==> src/rtl/uart_tx_pkg.sv <==
// Shared definitions for the UART transmit path: FSM encoding, parity types, line level.
package uart_tx_pkg;

  localparam logic [2:0] ST_IDLE   = 3'd0;
  localparam logic [2:0] ST_START  = 3'd1;
  localparam logic [2:0] ST_DATA   = 3'd2;
  localparam logic [2:0] ST_PARITY = 3'd3;
  localparam logic [2:0] ST_STOP1  = 3'd4;
  localparam logic [2:0] ST_STOP2  = 3'd5;

  typedef enum logic [2:0] {
    S_IDLE   = ST_IDLE,
    S_START  = ST_START,
    S_DATA   = ST_DATA,
    S_PARITY = ST_PARITY,
    S_STOP1  = ST_STOP1,
    S_STOP2  = ST_STOP2
  } tx_state_e;

  localparam logic PAR_EVEN  = 1'b0;
  localparam logic PAR_ODD   = 1'b1;
  localparam logic LINE_IDLE = 1'b1;

endpackage

==> src/rtl/uart_tx_parity.sv <==
// Combinational parity generator, shared between the TX framer and the RX checker.
module uart_tx_parity
  import uart_tx_pkg::*;
#(
  parameter int DATA_WIDTH = 8
) (
  input  logic [DATA_WIDTH-1:0] data,
  input  logic                  par_typ,
  output logic                  par_bit
);

  assign par_bit = (^data) ^ (par_typ == PAR_ODD);

endmodule

==> src/rtl/uart_tx_framer.sv <==
// UART transmit framer: start bit, LSB-first payload, optional parity, 1 or 2 stop bits,
// one bit per CLK with a registered line output.
module uart_tx_framer
  import uart_tx_pkg::*;
#(
  parameter int DATA_WIDTH = 8,
  parameter int CNT_WIDTH  = 4
) (
  input  logic                  CLK,
  input  logic                  RST,
  input  logic [DATA_WIDTH-1:0] P_DATA,
  input  logic                  DATA_VALID,
  output logic                  TX_READY,
  input  logic                  PAR_EN,
  input  logic                  PAR_TYP,
  input  logic                  STOP2,
  output logic                  TX_OUT,
  output logic                  FRAME_DONE
);

  localparam logic [CNT_WIDTH-1:0] LAST_BIT = CNT_WIDTH'(DATA_WIDTH - 1);

  tx_state_e             state_q, state_d;
  logic [DATA_WIDTH-1:0] data_q, data_d;
  logic                  par_en_q, par_en_d;
  logic                  stop2_q, stop2_d;
  logic                  par_q, par_d;
  logic [CNT_WIDTH-1:0]  bit_cnt_q, bit_cnt_d;
  logic                  tx_out_q, tx_out_d;
  logic                  frame_done_q, frame_done_d;

  logic                  par_bit;
  logic                  last_stop;
  logic                  accept;
  logic [DATA_WIDTH-1:0] data_shifted;

  uart_tx_parity #(
    .DATA_WIDTH(DATA_WIDTH)
  ) u_parity (
    .data   (P_DATA),
    .par_typ(PAR_TYP),
    .par_bit(par_bit)
  );

  // The final stop bit can overlap acceptance of the next word, so frames abut.
  assign last_stop = ((state_q == S_STOP1) && !stop2_q) || (state_q == S_STOP2);
  assign TX_READY  = (state_q == S_IDLE) || last_stop;
  assign accept    = DATA_VALID && TX_READY;

  always_comb begin
    state_d      = state_q;
    data_d       = data_q;
    par_en_d     = par_en_q;
    stop2_d      = stop2_q;
    par_d        = par_q;
    bit_cnt_d    = bit_cnt_q;
    frame_done_d = 1'b0;

    if (accept) begin
      data_d    = P_DATA;
      par_en_d  = PAR_EN;
      stop2_d   = STOP2;
      par_d     = par_bit;
      bit_cnt_d = '0;
    end

    case (state_q)
      S_IDLE: begin
        if (accept) state_d = S_START;
      end
      S_START: begin
        state_d   = S_DATA;
        bit_cnt_d = '0;
      end
      S_DATA: begin
        if (bit_cnt_q == LAST_BIT) begin
          state_d = par_en_q ? S_PARITY : S_STOP1;
        end else begin
          bit_cnt_d = bit_cnt_q + CNT_WIDTH'(1);
        end
      end
      S_PARITY: state_d = S_STOP1;
      S_STOP1: begin
        if (stop2_q) begin
          state_d = S_STOP2;
        end else begin
          frame_done_d = 1'b1;
          state_d      = accept ? S_START : S_IDLE;
        end
      end
      S_STOP2: begin
        frame_done_d = 1'b1;
        state_d      = accept ? S_START : S_IDLE;
      end
      default: state_d = S_IDLE;
    endcase
  end

  // Line value is derived from the state being entered, so TX_OUT lines up with it.
  assign data_shifted = data_d >> bit_cnt_d;

  always_comb begin
    tx_out_d = LINE_IDLE;
    case (state_d)
      S_START:  tx_out_d = 1'b0;
      S_DATA:   tx_out_d = data_shifted[0];
      S_PARITY: tx_out_d = par_d;
      default:  tx_out_d = LINE_IDLE;
    endcase
  end

  always_ff @(posedge CLK) begin
    if (!RST) begin
      state_q      <= S_IDLE;
      data_q       <= '0;
      par_en_q     <= 1'b0;
      stop2_q      <= 1'b0;
      par_q        <= 1'b0;
      bit_cnt_q    <= '0;
      tx_out_q     <= LINE_IDLE;
      frame_done_q <= 1'b0;
    end else begin
      state_q      <= state_d;
      data_q       <= data_d;
      par_en_q     <= par_en_d;
      stop2_q      <= stop2_d;
      par_q        <= par_d;
      bit_cnt_q    <= bit_cnt_d;
      tx_out_q     <= tx_out_d;
      frame_done_q <= frame_done_d;
    end
  end

  assign TX_OUT     = tx_out_q;
  assign FRAME_DONE = frame_done_q;

endmodule

==> config.mk <==
export PLATFORM = sky130hd
export DESIGN_NAME = uart_tx_framer
export DESIGN_NICKNAME = d
export VERILOG_FILES = /design/src/rtl/uart_tx_pkg.sv /design/src/rtl/uart_tx_parity.sv /design/src/rtl/uart_tx_framer.sv
export SDC_FILE = /design/constraint.sdc
export NUM_CORES = 1
export LEC_CHECK = 0
export BUFFER_PORTS_ARGS = -buffer_cell sky130_fd_sc_hd__clkbuf_2
export CAP_MARGIN = 5
export CELL_PAD_IN_SITES_DETAIL_PLACEMENT = 0
export CELL_PAD_IN_SITES_GLOBAL_PLACEMENT = 1
export CORE_ASPECT_RATIO = 0.5
export CORE_UTILIZATION = 30
export DETAILED_ROUTE_END_ITERATION = 8
export HOLD_SLACK_MARGIN = 0.08
export PLACE_DENSITY_LB_ADDON = 0.2
export SYNTH_ARGS = -nofsm -noshare
export SYNTH_HDL_FRONTEND = slang
export SYNTH_SLANG_ARGS = --single-unit
==> constraint.sdc <==
create_clock -name CLK -period 1.9 [get_ports CLK]
set_input_delay 0.095 -clock CLK [delete_from_list [all_inputs] [get_ports CLK]]
set_output_delay 0.095 -clock CLK [all_outputs]
set_load 0.01 [all_outputs]
==> results.yml <==
place:
  place.gp.congestion: 0.725
  place_ws_ns: 0.00966
  place.detailed.hpwl_um: 2390
  port_buffers: 16
route:
  drt-pass1-iter-count: 4
  ant_nets: 0
  drt-initial-drc-count: 52
  finalWirelength_um: 3350
  wire_per_inst_um: 14.7
  avgViaCountPerCell: 5.09
  vias: 1160
  drc: 0
synthesis:
  postSynthNetCount: 156
  synth_largest_area_cell: "sky130_fd_sc_hd__dfxtp_1"
  synth-async-reset-ratio_pct: 0
  synth-seq-cells: 20
  synth_cells: 141
  syn-cell-area_um2: 1270
  synth.yosys.warnings: 0
  synth-edff-count: 0
  synth_top_flop_cell: "sky130_fd_sc_hd__dfxtp_1"
  post_synth.cell_area_avg_um2: 9.02
  post_synth_num_cell_types: 48
  synth.top_cells.by_area: "sky130_fd_sc_hd__dfxtp_1 (31%), sky130_fd_sc_hd__mux2i_1 (9.4%), sky130_fd_sc_hd__nor2b_1 (7.9%), sky130_fd_sc_hd__xnor2_1 (4.8%), sky130_fd_sc_hd__a21oi_1 (2.8%)"
  yosysTopAreaCellShare_pct: 31.5
  seq_area_frac_synth_pct: 31.5
setup_path:
  worstPathCellList: "buf_4 > o21ai_0 > a222oi_1 > buf_4 > nor4_2 > a21oi_1 > nand4_1"
  cp_data_required_time_ns: 2.05
  cp_slowest_stage_delay_ns: 0.44
  timing.critical_path.arrival_ns: 1.94
  crit_path_frequent_cell: "sky130_fd_sc_hd__buf_4"
  timing.critical_path.fanout_max: 9
  type_of_destination_of_the_critical_path: "flip-flop"
  start_kind: "flip-flop"
  critical_path.n_buffers_inverters: 2
  ff2ff_setup_slack_ns: 0.11
  worst_path_max_delay_cell: "sky130_fd_sc_hd__a222oi_1"
  path_delay_family: "compound AO/OA/AOI/OAI gates"
  critPathKind: "reg -> reg"
power_and_ir_drop:
  peakVddDrop_uv: 350
  leakagePower_nw: 0.687
  cellPowerDensity_nw_per_um2: 715
run_status:
  run_status: "completed"
clock_network:
  root_buffer_cell: "sky130_fd_sc_hd__clkbuf_8"
  cts-buffers-inserted: 3
  clock_tree.htree_level_count: 1
  path_clk_slew_ns: 0.09
  cts_tree: "done"
  clock_latency_ns: 0.26
  ctsLongestPathBuffers: 2
  clock-sinks: 20
final_layout:
  post_route_cells_drive_above_1_share_pct: 33.9
  flow.area_growth_from_synthesis_pct: 31.6
  antenna-diode-count: 0
  fill_cell_instance_count_of_the_final_layout: 402
  layout.nets: 190
sta:
  final.setup_skew_ns: 0.00328
  timing.final.ws_setup_ns: 0.113
  fin_crit_sh_pct: 94.0
  setup_tns_ns: 0
  worst_slew_pin_slew_ns: 0.465
  fmax_ghz: 0.560
  timing.max_slew.rel_slack_pct: 69.0
  finalHoldViolations: 0
  post-route-min-period_ns: 1.79
  timing_max_transition_violations_final: 0
  setup_viol: 0
floorplanning:
  number_of_placement_rows: 16
  floorplan.die.width_um: 94.1
  placeableCoreArea_um2: 3980
  ios: 17
  starting_density_pct: 31.9
  fp.dieH_um: 48.1
  die_area_um2: 4520
run:
  cap_violations: 0
grt:
  antenna_found_initial: 0
  total_global_route_track_usage_pct: 15.6
  grt_max_degree: 20
  grt_pass1_wl_um: 5210
  globalRouteOverflowTotal: 0
  first_global_vias: 1027
worst_hold_path:
  timing.hold.worst.class: "in -> reg"
-- cell usage after synthesis (2+ instances only) --
cell type,count
sky130_fd_sc_hd__dfxtp_1,20
sky130_fd_sc_hd__nor2b_1,16
sky130_fd_sc_hd__mux2i_1,12
sky130_fd_sc_hd__a21oi_1,7
sky130_fd_sc_hd__nand2_1,7
sky130_fd_sc_hd__xnor2_1,7
sky130_fd_sc_hd__nor2_1,6
sky130_fd_sc_hd__buf_2,4
sky130_fd_sc_hd__a31oi_1,3
sky130_fd_sc_hd__and2_1,3
sky130_fd_sc_hd__buf_4,3
sky130_fd_sc_hd__clkbuf_1,3
sky130_fd_sc_hd__inv_1,3
sky130_fd_sc_hd__nand4_1,3
sky130_fd_sc_hd__nor3_1,3
sky130_fd_sc_hd__o21ai_0,3
sky130_fd_sc_hd__a32o_1,2
sky130_fd_sc_hd__nand3b_1,2
sky130_fd_sc_hd__o211ai_1,2
sky130_fd_sc_hd__o21a_1,2
sky130_fd_sc_hd__o221ai_1,2
sky130_fd_sc_hd__xor2_1,2
-- cell families after synthesis --
group / after synthesis / share of synthesized area [%]
AND/OR/NAND/NOR: 51 / 24.6
AO/OA/AOI/OAI: 35 / 22.2
flip-flops: 20 / 31.5
buffers and inverters: 13 / 5.11
multiplexers: 12 / 9.44
XOR/XNOR: 9 / 6.20
adder cells (fa/ha/maj): 1 / 0.983
-- where the power goes --
group	leakage [nW]	switching (mW)	internal (mW)
combinational	0.486	0.147	0.146
sequential	0.165	0.0158	0.444
clock	0.0357	0.162	0.282
total	0.687	0.326	0.871
-- layout by cell type (no fill, tap or decap), types with 6 or more instances in the layout --
cell / netlist / routed
sky130_fd_sc_hd__xnor2_1: 7 / 7
sky130_fd_sc_hd__nor2_1: 6 / 6
sky130_fd_sc_hd__nand2_1: 7 / 7
sky130_fd_sc_hd__nor2b_1: 16 / 16
sky130_fd_sc_hd__a21oi_1: 7 / 6
sky130_fd_sc_hd__clkbuf_2: 0 / 16
sky130_fd_sc_hd__buf_4: 3 / 22
sky130_fd_sc_hd__dfxtp_1: 20 / 17
sky130_fd_sc_hd__mux2i_1: 12 / 12
-- metrics by stage --
stage / cell area (um^2) / util [%] / cells / power (mW) / hold slack (ns)
6_report: 1670 / 42.0 / 228 / 1.20 / 0.0827
5_1_grt: 1670 / 42.0 / 228 / 1.26 / 0.116
4_1_cts: 1590 / 39.8 / 224 / 1.18 / 0.0846
3_5_place_dp: 1510 / 37.9 / 220 / 0.732 / 0.364
3_3_place_gp: 1510 / 37.9 / 220 / 0.731 / 0.357
2_1_floorplan: 1270 / - / 141 / 0.644 / 0.261
-- state kept, by name, indices dropped and copies added (netlist names) --
name        count
state_q         3
par_q           1
bit_cnt_q       4
data_q          8
par_en_q        1
stop2_q         1
TX_OUT          1
FRAME_DONE      1
-- worst register-to-register path, cell delays in order, from the launching register on --
cell                       delay (ns)
sky130_fd_sc_hd__dfxtp_1         0.42
sky130_fd_sc_hd__buf_4           0.21
sky130_fd_sc_hd__o21ai_0         0.11
sky130_fd_sc_hd__a222oi_1        0.44
sky130_fd_sc_hd__buf_4           0.20
sky130_fd_sc_hd__nor4_2          0.04
sky130_fd_sc_hd__a21oi_1         0.16
sky130_fd_sc_hd__nand4_1         0.10
-- final timing paths --
path / cells past startpoint / from / to
worst min-delay path: 3 / STOP2 / stop2_q
worst min register to register: 2 / data_q[2] / data_q[2]
worst max register to register: 7 / state_q[0] / TX_OUT
worst max-delay path: 7 / state_q[0] / TX_OUT
-- layer usage --
layer	vias up	global-route usage, %	wire length (um)
li1	589	-	-
met3	0	4.92	154
met4	0	2.77	0
met2	21	23.9	1410
met5	-	0	0
met1	550	21.8	1780
-- final cells by class --
class / count / area [um^2] / share of cell area, %
clock buffer: 3 / 41.3 / 2.47
clock inverter: 1 / 30.0 / 1.79
inverter: 3 / 11.3 / 0.673
multi-input combinational: 109 / 872 / 52.1
sequential: 20 / 407 / 24.3
tap: 54 / 67.6 / 4.04
timing repair buffer: 38 / 245 / 14.6
-- what timing repair did --
item / in CTS / in global routing
endpoints found under the setup margin: 1 / 1
setup buffers: 0 / 3
pin swaps: 0 / 2
gates cloned: 0 / 1
gates resized for setup: 1 / 11
hold buffers: 0 / 0
Note: power is estimated with default switching activity, not from simulation.
